<file path="src/rtl/tnn_enc_pkg.sv">
// Shared constants, reset thresholds and FSM encoding for the ternary-NN feature encoder.
package tnn_enc_pkg;

    localparam int N_FEAT = 7;
    localparam int Q_W    = 2;
    localparam int N_LVL  = 3;

    localparam int THR_RST [N_LVL] = '{64, 128, 192};

    typedef enum logic {
        COLLECT = 1'b0,
        FULL    = 1'b1
    } enc_state_e;

endpackage

</file>
<file path="src/rtl/tnn_quant2.sv">
// Combinational 2-bit quantiser: counts how many of three thresholds the sample meets or exceeds.
module tnn_quant2
    import tnn_enc_pkg::*;
#(
    parameter int RAW_W = 8
) (
    input  logic [RAW_W-1:0] sample_i,
    input  logic [RAW_W-1:0] thr0_i,
    input  logic [RAW_W-1:0] thr1_i,
    input  logic [RAW_W-1:0] thr2_i,
    output logic [Q_W-1:0]   q_o
);

    logic ge0, ge1, ge2;

    // Thresholds may be unordered, so each level is counted independently.
    assign ge0 = (sample_i >= thr0_i);
    assign ge1 = (sample_i >= thr1_i);
    assign ge2 = (sample_i >= thr2_i);

    assign q_o = Q_W'({1'b0, ge0}) + Q_W'({1'b0, ge1}) + Q_W'({1'b0, ge2});

endmodule

</file>
<file path="src/rtl/tnn_feature_encoder.sv">
// Quantises a stream of raw feature samples into a 14-bit ternary-NN input vector
// and holds it under a valid/ready handshake until the classifier consumes it.
module tnn_feature_encoder #(
    parameter int N_FEAT = 7,
    parameter int RAW_W  = 8
) (
    input  logic                  clk,
    input  logic                  rst,
    input  logic                  s_valid,
    output logic                  s_ready,
    input  logic [RAW_W-1:0]      s_data,
    input  logic                  s_last,
    input  logic                  cfg_we,
    input  logic [2:0]            cfg_feat,
    input  logic [1:0]            cfg_lvl,
    input  logic [RAW_W-1:0]      cfg_data,
    output logic                  m_valid,
    input  logic                  m_ready,
    output logic [2*N_FEAT-1:0]   m_vec,
    output logic                  err_len,
    output logic [15:0]           vec_count
);

    import tnn_enc_pkg::*;

    localparam int IDX_W = $clog2(N_FEAT);

    logic [RAW_W-1:0] thr_q [N_FEAT][N_LVL];
    logic [Q_W-1:0]   slot_q [N_FEAT];
    logic [IDX_W-1:0] idx_q, idx_d;
    enc_state_e       state_q, state_d;
    logic             err_q, err_d;
    logic [15:0]      cnt_q, cnt_d;
    logic             beat;
    logic [Q_W-1:0]   q;

    assign s_ready   = (state_q == COLLECT);
    assign m_valid   = (state_q == FULL);
    assign err_len   = err_q;
    assign vec_count = cnt_q;
    assign beat      = s_valid && (state_q == COLLECT);

    // A single quantiser serves every feature; the current slot selects its thresholds.
    tnn_quant2 #(.RAW_W(RAW_W)) u_quant (
        .sample_i (s_data),
        .thr0_i   (thr_q[idx_q][0]),
        .thr1_i   (thr_q[idx_q][1]),
        .thr2_i   (thr_q[idx_q][2]),
        .q_o      (q)
    );

    always_comb begin
        m_vec = '0;
        for (int k = 0; k < N_FEAT; k++) begin
            m_vec[2*k +: 2] = slot_q[k];
        end
    end

    always_comb begin
        state_d = state_q;
        idx_d   = idx_q;
        err_d   = 1'b0;
        cnt_d   = cnt_q;
        case (state_q)
            COLLECT: begin
                if (beat) begin
                    if (idx_q == IDX_W'(N_FEAT - 1)) begin
                        state_d = FULL;
                        idx_d   = '0;
                        err_d   = !s_last;
                    end else if (s_last) begin
                        idx_d = '0;
                        err_d = 1'b1;
                    end else begin
                        idx_d = idx_q + IDX_W'(1);
                    end
                end
            end
            FULL: begin
                if (m_ready) begin
                    state_d = COLLECT;
                    cnt_d   = cnt_q + 16'd1;
                end
            end
            default: state_d = COLLECT;
        endcase
    end

    always_ff @(posedge clk or posedge rst) begin
        if (rst) begin
            state_q <= COLLECT;
            idx_q   <= '0;
            err_q   <= 1'b0;
            cnt_q   <= '0;
        end else begin
            state_q <= state_d;
            idx_q   <= idx_d;
            err_q   <= err_d;
            cnt_q   <= cnt_d;
        end
    end

    // Slots are not cleared on a framing error; the next frame overwrites them.
    always_ff @(posedge clk or posedge rst) begin
        if (rst) begin
            for (int k = 0; k < N_FEAT; k++) begin
                slot_q[k] <= '0;
            end
        end else if (beat) begin
            slot_q[idx_q] <= q;
        end
    end

    // Out-of-range feature or level writes match no entry and are dropped.
    always_ff @(posedge clk or posedge rst) begin
        if (rst) begin
            for (int f = 0; f < N_FEAT; f++) begin
                for (int l = 0; l < N_LVL; l++) begin
                    thr_q[f][l] <= RAW_W'(THR_RST[l]);
                end
            end
        end else if (cfg_we) begin
            for (int f = 0; f < N_FEAT; f++) begin
                for (int l = 0; l < N_LVL; l++) begin
                    if (cfg_feat == 3'(f) && cfg_lvl == 2'(l)) begin
                        thr_q[f][l] <= cfg_data;
                    end
                end
            end
        end
    end

endmodule
</file>
<file path="config.mk">
export PLATFORM = sky130hd
export DESIGN_NAME = tnn_feature_encoder
export DESIGN_NICKNAME = d
export VERILOG_FILES = /design/src/rtl/tnn_enc_pkg.sv /design/src/rtl/tnn_quant2.sv /design/src/rtl/tnn_feature_encoder.sv
export SDC_FILE = /design/constraint.sdc
export NUM_CORES = 1
export LEC_CHECK = 0
export ABC_AREA = 1
export CORE_MARGIN = 3
export CORE_UTILIZATION = 30
export CTS_CLUSTER_DIAMETER = 60
export DETAILED_ROUTE_END_ITERATION = 7
export PLACE_DENSITY = 0.56
export SYNTH_ARGS = -nofsm -noshare
export SYNTH_HDL_FRONTEND = slang
export SYNTH_SLANG_ARGS = --single-unit
</file>
<file path="constraint.sdc">
create_clock -name clk -period 8.33 [get_ports clk]
set_clock_uncertainty 0.15 [all_clocks]
set_input_delay 1.2495 -clock clk [delete_from_list [all_inputs] [get_ports clk]]
set_output_delay 1.2495 -clock clk [all_outputs]
set_load 0.005 [all_outputs]
</file>
; ---- After elaboration in Yosys (flattened, before gate mapping)
; Cells that the tools add are included.
[totals]
ff_bits = 203
out_inout_bits = 33
elab_cells = 117
[op_classes]
reduce_logical = 49
n_addsub = 4
n_bitwise = 2
n_eq_ne = 9
n_lt_le_gt_ge = 5
muxes = 16
[ops]
columns = cell, n
row1 = $bmux W24 S3, 1
row2 = $mux W24, 2
row3 = $reduce_and A2 Y1, 23
row4 = $ge A8 B8 Y1, 3
row5 = $logic_and A1 B1 Y1, 23
row6 = $add A16 B1 Y16 const B, 1
row7 = $bwmux W14, 1
row8 = $eq A3 B3 Y1 const B, 4
row9 = $mux W1, 7
row10 = $demux W2 S3, 1
row11 = $eq A3 B2 Y1 const B, 2
row12 = $mux W3, 2
row13 = $ge A4 B4 Y1 const B, 1
row14 = $lt A4 B1 Y1 const B, 1
row15 = $not A3 Y4, 1
row16 = $add A3 B1 Y3 const B, 1
row17 = $eq A3 B1 Y1 const B, 1
row18 = $logic_not A3 Y1, 1
row19 = $add A1 B1 Y2, 1
row20 = $add A2 B1 Y2, 1
row21 = $eq A2 B1 Y1 const B, 1
row22 = $eq A2 B2 Y1 const B, 1
row23 = $logic_not A2 Y1, 1
row24 = $mux W2, 1
row25 = 3 further kinds, 3

; ---- Longest topological paths before layout
; Gate-level depths: netlist of the first run.
[depth]
depth_word = 8
depth_mapped = 16
mapped_depth_nobuf = 16

; ---- By module
; From an unflattened synthesis of the first run, not the netlist that was laid out.
[hier_totals]
cells_unflattened = 1183
area_unflattened_um2 = 9674.3
[by_module_without_submodules]
columns = module, instances, area_per_inst_um2, seq_area_each_um2, cells_each
row1 = tnn_feature_encoder, 1, 9021.2, 5114.9, 1077
row2 = tnn_quant2, 1, 653.1, 0.0, 106

; ---- Worst setup path before layout of the first run
; OpenSTA, ideal clock, no wires.
[synth_path]
kind = in2reg
from = input port s_data[0]
to = register slot_q, in the netlist m_vec[12]
setup_time_ps = 83
path_stages = 11
t_arrival_ps = 2692
path_slack_ps = 5405
cell_sequence = inv_1 > ha_1 > inv_1 > a21boi_0 > o21bai_1 > nand2_1 > nand2_1 > nand2_1 > fa_1 > inv_1 > o21ai_0
[synth_between]
elab_chain_len = 4
elab_cells_between_ends = 6
classes_between = 2 x add/sub / 3 x order compare / 1 x mux
[synth_lines]
columns = element, line_no
row1 = start: declaration, tnn_feature_encoder.sv:11  ; input logic [RAW_W-1:0] s_data,
row2 = "$ge A8 B8 Y1, on equally long branches", "tnn_quant2.sv:17, tnn_quant2.sv:18"
row3 = $add A1 B1 Y2, tnn_quant2.sv:21  ; assign q_o = Q_W'({1'b0, ge0}) + Q_W'({1'b0, ge1}) + Q_W'({1'b0, ge2});
row4 = $add A2 B1 Y2 *, tnn_quant2.sv:21
row5 = named net q[0], tnn_feature_encoder.sv:35  ; logic [Q_W-1:0] q;
row6 = $bwmux W14 *, tnn_feature_encoder.sv:110  ; slot_q[idx_q] <= q;
row7 = end signal: indexed assignment, tnn_feature_encoder.sv:110
row8 = end: declaration, tnn_feature_encoder.sv:29  ; logic [Q_W-1:0] slot_q [N_FEAT];
; The timed path passes the listed nets; every way through them passes the cells marked *.
; A chain may end at the register's enable or synchronous reset.

; ---- Final worst setup path of the first run
[layout_path]
from = register idx_q[2]
to = register slot_q, in the netlist m_vec[0]
[layout_between]
elab_chain_len = 8
elab_cells_between_ends = 15
classes_between = 2 x add/sub / 5 x order compare / 6 x mux / 1 x bitwise / 1 x reduce/logical
[layout_lines]
columns = element, line_no
row1 = start: declaration, tnn_feature_encoder.sv:30  ; logic [IDX_W-1:0] idx_q, idx_d;
row2 = start signal: assignment, tnn_feature_encoder.sv:97  ; idx_q <= idx_d;
row3 = $not A3 Y4 (not written as such) *, "tnn_feature_encoder.sv:46, tnn_feature_encoder.sv:47, tnn_feature_encoder.sv:48"
row4 = $bmux W24 S3 *, "tnn_feature_encoder.sv:46, tnn_feature_encoder.sv:47, tnn_feature_encoder.sv:48"
row5 = $mux W24 (not written as such) * (2 in series), tnn_feature_encoder.sv:48  ; .thr2_i (thr_q[idx_q][2]),
row6 = "$ge A8 B8 Y1, on equally long branches", "tnn_quant2.sv:17, tnn_quant2.sv:18"
row7 = $add A1 B1 Y2, tnn_quant2.sv:21
row8 = $add A2 B1 Y2 *, tnn_quant2.sv:21
row9 = named net q[0], tnn_feature_encoder.sv:35
row10 = $bwmux W14 *, tnn_feature_encoder.sv:110
; The timed path passes the listed nets; every way through them passes the cells marked *. The select of a mux whose other input is x is not followed.

==> results of run 1 <==
==> flip-flops by register name (all words and copies together), names as in the netlist <==
name       cells
idx_q          3
vec_count     16
thr_q        168
m_valid        1
err_len        1
m_vec         14
==> synth_stat cells <==
master,instances
o21a_1,6
dfrtp_1,175
nor2_2,3
a21oi_1,14
o21ai_0,232
nand4_1,6
ha_1,27
buf_2,15
nor3_1,8
xnor2_1,4
nor3_2,1
dfstp_2,28
a21boi_0,3
nor3_4,2
fa_1,1
nand3_1,8
o21ai_1,39
buf_1,6
buf_6,10
nand2_1,285
inv_1,42
xor2_1,10
clkbuf_1,30
nor2_1,120
inv_2,2
o22ai_1,22
o21bai_1,3
==> worst min-delay path, cell delays in order (launching register included) <==
cell and delay, ns:
dfstp_2 0.37, nand2_1 0.05, o21ai_1 0.05
==> per-stage QoR <==
step,hold slack [ns],util,instances
after floorplan,0.298,-,1102
after global placement,0.311,0.333,1503
after detailed placement,0.314,0.333,1503
after CTS,0.323,0.359,1548
after global routing,0.345,0.359,1548
final,0.324,0.359,1548
==> how the worst max path moves through the flow <==
stage,from,depth (start not counted),endpoint,slack [ns]
after global placement,idx_q[2],17,m_vec[2],4.60
after global routing,idx_q[2],17,m_vec[2],4.15
after floorplan,rst,1,err_len,1.44
after detailed placement,idx_q[2],17,m_vec[2],4.57
after CTS,idx_q[2],17,m_vec[2],4.56
final,idx_q[2],17,m_vec[0],4.53
==> per-layer routing <==
metal	vias to the layer above	global-route usage	routed length [um]
met5	-	0	0
met4	0	0.0353	459
met3	40	0.0228	1480
met2	220	0.231	11000
met1	3715	0.244	13100
li1	3714	-	-
==> cells by family after synthesis <==
| group | count (synthesis) |
|---|---|
| buffers and inverters | 105 |
| adders and majority gates | 28 |
| AOI/OAI and AO/OA | 319 |
| DFF | 203 |
| and+or+nand+nor | 433 |
| xor gates and xnor gates | 14 |
==> final cells by class <==
cell class                      instances  area (um^2)  area share
Multi-Input combinational cell        794         3840       0.347
Inverter                               44          173      0.0156
Sequential cell                       203         5120       0.462
Clock buffer                           37          731      0.0660
Tap cell                              396          495      0.0447
Clock inverter                          8         76.3     0.00689
Timing Repair Buffer                   66          643      0.0581
==> report_power, final <==
group          switching, mW  internal, mW  leakage (nW)
Sequential             0.113          1.20          2.56
Combinational          0.614         0.380          1.99
Clock                  0.419         0.637         0.389
==> metrics.cfg, run 1 <==
[layout]
nets=1189
area_delta_synth_final_pct=17.4
finalInstanceArea_um2=11100
diodes=0
fillers=3190
drive_gt1_frac=0.0738
final_common_cell=nand2_1
final_cell_mix=nand2_1 (285), o21ai_0 (232), dfrtp_1 (174)

[global_routing]
antenna_found_initial=0
grt_pass1_wl_um=42400
grt_overflow_total=0
grt_pass1_vias=7519
grt_usage=0.157
grt_max_degree=133

[setup_path]
worst-setup-path-type=reg2reg
rr_startpoint=idx_q[2]
worst-r2r-cell-count=17
critical_path_required_ns=8.61
cp_top_family=simple AND/OR/NAND/NOR gates
r2r_setup_slack_ns=4.53
cpPeakStageDelay_ns=0.54
crit_buf_inv=5
critPathMaxFanout=13
cp_data_arrival_time_ns=4.08
cp-end-kind=register
crit_chain=inv_2, nor2_2, buf_4, inv_1, nor2_1, o21ai_0, nand4_1, ha_1, inv_1, a21boi_0, o21bai_1, nand2_1, nand2_1, nand2_1, fa_1, inv_1, o21ai_0
critPathSlowestCell=nor2_2
reg2reg_to=m_vec[0]
cp-start-kind=register

[sta]
rsz0062_at_grt=no
tightest_slew_ns=0.956
slew_headroom=0.363
finalCritPeriodShare=0.456
clock.fmax_mhz=263
finalSetupTns_ns=0
hold_viol=0
finalSetupViolations=0
finalMaxSlewViolations=0
setup_slack_ns=4.53
period_needed_ns=3.80

[run]
cap_violations=0

[drt]
routed-via-count=7689
drcViolationCount=0
avgViaCountPerCell=4.97
drt_pre_antenna_iters=5
drt-initial-drc-count=816
avgRoutedWirePerCell_um=16.8
drtAntennaViolNets=0
drt-total-wl_um=26000

[min_path]
hp-start=thr_q[79]
worstHoldEndpoint=thr_q[79]
hold_depth=2
hold_class=reg2reg

[synth]
synthAdderAreaFrac=0.0379
synth_nets=1157
synth-compound-area-share=0.175
yosys.area_share.simple=0.180
syn-cell-area_um2=9440
synthMuxAreaShare=0
ys_seq_area_frac=0.542
yosysTopAreaCell=dfrtp_1
synth_warnings=0
synth-seq-cells=203
synth-xor-area-share=0.0130
yosys.cell_types.count=27
synth_top_area_share=0.464
synthTopCellsByArea=dfrtp_1 (46%), o21ai_0 (12%), nand2_1 (11%), dfstp_2 (7.8%), nor2_1 (4.8%)
avgSynthCellArea_um2=8.56
synth_top_family_by_area=simple AND/OR/NAND/NOR gates
netlist_instances=1102

[place]
place_area_um2=10300
io_buffers=59
finalWeightedCongestion=0.839
detailed_place_hpwl_um=16300
pre_cts_ws_ns=4.57

[cts]
numCtsBuffers=25
cts_setup_buffers=0
ctsHoldBuffers=0
post_cts_resize_count=0
root_buffer=clkbuf_16
clock_latency_ns=0.51
clk_path_buf_depth=3
cts_max_level=1
cts_tree=built
cts.sinks=203
path_clk_slew_ns=0.06

[die]
die_w_um=183
die-area_um2=33600
core_region_area_um2=30800
io_pins=60
start_util=0.306
rows=64
die_y_um=183

[pwr]
p_leak_nw=4.94
finalPower_mw=3.37
vdd_ir_drop_max_mv=0.147
p_per_area_nw_per_um2=304

[run_status]
status=complete, no violations

Note: power is estimated with default switching activity, not from simulation.
==> run 2, diff against run 1 <==
Settings changed: PLACE_DENSITY 0.56 to 0.58.
Clock period 8.33 ns to 3.4 ns, I/O delays scaled along.
==> run 2 against run 1 <==
  * Flip-flop and latch count unchanged
  * First-iteration DRC count shrank 24%
  * Hold slack barely moved
  * Global-route usage grew 0.15 points
  * Total power increased by 150%
  * Maximum frequency up 20%
  * Cell count grew 0.90%
  * Largest power group unchanged
==> metrics.cfg, run 2 (synthesized netlist as in run 1, its figures left out) <==
[run_status]
status=complete, no violations  ; unchanged

[sta]
hold_viol=0  ; unchanged
finalMaxSlewViolations=0  ; unchanged
finalSetupViolations=0  ; unchanged
slew_headroom=0.352  ; was 0.363
finalSetupTns_ns=0  ; unchanged
clock.fmax_mhz=315  ; was 263 MHz
tightest_slew_ns=0.972  ; was 0.956 ns
finalCritPeriodShare=0.934  ; was 0.456
holdWs_ns=0.324  ; about the same
period_needed_ns=3.18  ; was 3.80 ns

[layout]
largest_register_ffs=168  ; unchanged
diodes=0  ; unchanged
largest_register=thr_q  ; unchanged
final_cell_mix=nand2_1 (285), o21ai_0 (232), dfrtp_1 (173)  ; was nand2_1 (285), o21ai_0 (232), dfrtp_1 (174)
final_common_cell=nand2_1  ; unchanged
drive_gt1_frac=0.0858  ; was 0.0738
area_delta_synth_final_pct=19.2  ; was 17.4%
nets=1204  ; was 1,189
finalInstanceArea_um2=11200  ; was 11,100 um^2

[cts]
clock_latency_ns=0.52  ; was 0.51 ns
cts_tree=built  ; unchanged
cts_max_level=1  ; unchanged
path_clk_slew_ns=0.06  ; about the same
root_buffer=clkbuf_16  ; unchanged
cts_setup_buffers=0  ; unchanged
clk_path_buf_depth=3  ; unchanged
cts.sinks=203  ; unchanged
numCtsBuffers=24  ; was 25
ctsHoldBuffers=0  ; unchanged

[die]
die_y_um=183  ; unchanged
start_util=0.306  ; unchanged
rows=64  ; unchanged
die_w_um=183  ; unchanged
io_pins=60  ; unchanged
die-area_um2=33600  ; unchanged
core_region_area_um2=30800  ; unchanged

[global_routing]
grt_overflow_total=0  ; unchanged
grt_usage=0.158  ; was 0.157
grt_pass1_wl_um=42400  ; about the same
grt_max_degree=109  ; was 133
antenna_found_initial=0  ; unchanged
grt_pass1_vias=7382  ; was 7,519

[drt]
avgRoutedWirePerCell_um=16.9  ; was 16.8 um
avgViaCountPerCell=4.97  ; about the same
routed-via-count=7765  ; was 7,689
drt-total-wl_um=26500  ; was 26,000 um
drt-initial-drc-count=624  ; was 816
drtAntennaViolNets=0  ; unchanged
drcViolationCount=0  ; unchanged
drt_pre_antenna_iters=5  ; unchanged

[place]
detailed_place_hpwl_um=17600  ; was 16,300 um
io_buffers=59  ; unchanged
place_area_um2=10500  ; was 10,300 um^2
finalWeightedCongestion=0.823  ; was 0.839

[pwr]
vdd_ir_drop_max_mv=0.351  ; was 0.147 mV
p_per_area_nw_per_um2=739  ; was 304 nW/um^2
p_leak_nw=5.02  ; was 4.94 nW
finalPower_mw=8.31  ; was 3.37 mW

[setup_path]
critPathMaxFanout=8  ; was 13
worst-setup-path-type=reg2reg  ; unchanged
critical_path_required_ns=3.67  ; was 8.61 ns
cp_data_arrival_time_ns=3.45  ; was 4.08 ns
cp-end-kind=register  ; unchanged
cp-start-kind=register  ; unchanged

[run]
cap_violations=0  ; unchanged

[min_path]
hold_class=reg2reg  ; unchanged

## run 2: path summary, 6_finish.rpt
check,from,to,slack [ns],cells past startpoint
setup / recovery,idx_q[2],m_vec[2],0.22,13
hold / removal,thr_q[7],thr_q[7],0.32,2
setup reg to reg,idx_q[2],m_vec[2],0.22,13
hold reg to reg,thr_q[7],thr_q[7],0.32,2
max in group asynchronous,rst,thr_q[22],2.19,3
min in group asynchronous,rst,vec_count[14],0.34,3
## run 2: metal layers
layer  track usage  vias to the layer above  wire, um
met1         0.246                     3723     13100
met4        0.0329                        0       526
met5             0                        -         0
met2         0.231                      266     11100
met3        0.0260                       32      1740
li1              -                     3744         -
## run 2: final cells by class
cell class,instances,area (um^2)
Clock buffer,34,679
Clock inverter,9,82.6
Fill cell,3159,19600
Inverter,44,171
Multi-Input combinational cell,794,3850
Sequential cell,203,5120
Tap cell,396,495
Timing Repair Buffer,82,851
## run 2: worst max-delay path: stages (launching register included)
cell     delay (ns)
dfrtp_1        0.47
inv_2          0.12
nor2_4         0.15
buf_4          0.20
o21ai_0        0.10
o22ai_1        0.26
nor2_1         0.10
ha_1           0.30
a21oi_1        0.17
o21a_1         0.13
nand2_1        0.07
fa_1           0.56
inv_1          0.12
o21ai_0        0.19
## run 2: repair_timing
item,4_1_cts,5_1_grt
endpoints found under the setup margin,0,1
endpoints found under the hold margin,0,0
gates resized for setup,0,4
## run 2: stage by stage
step	utilization	setup WS, ns	instances
2_1_floorplan	-	0.133	1102
5_1_grt	0.365	-0.00270	1562
6_report	0.365	0.224	1562
3_3_place_gp	0.340	0.271	1519
3_5_place_dp	0.340	0.240	1519
4_1_cts	0.364	0.205	1562
## run 2: where the power goes
part,internal (mW),switching [mW]
combinational,1.06,1.49
sequential,2.95,0.318
clock,1.47,1.02
total,5.48,2.83
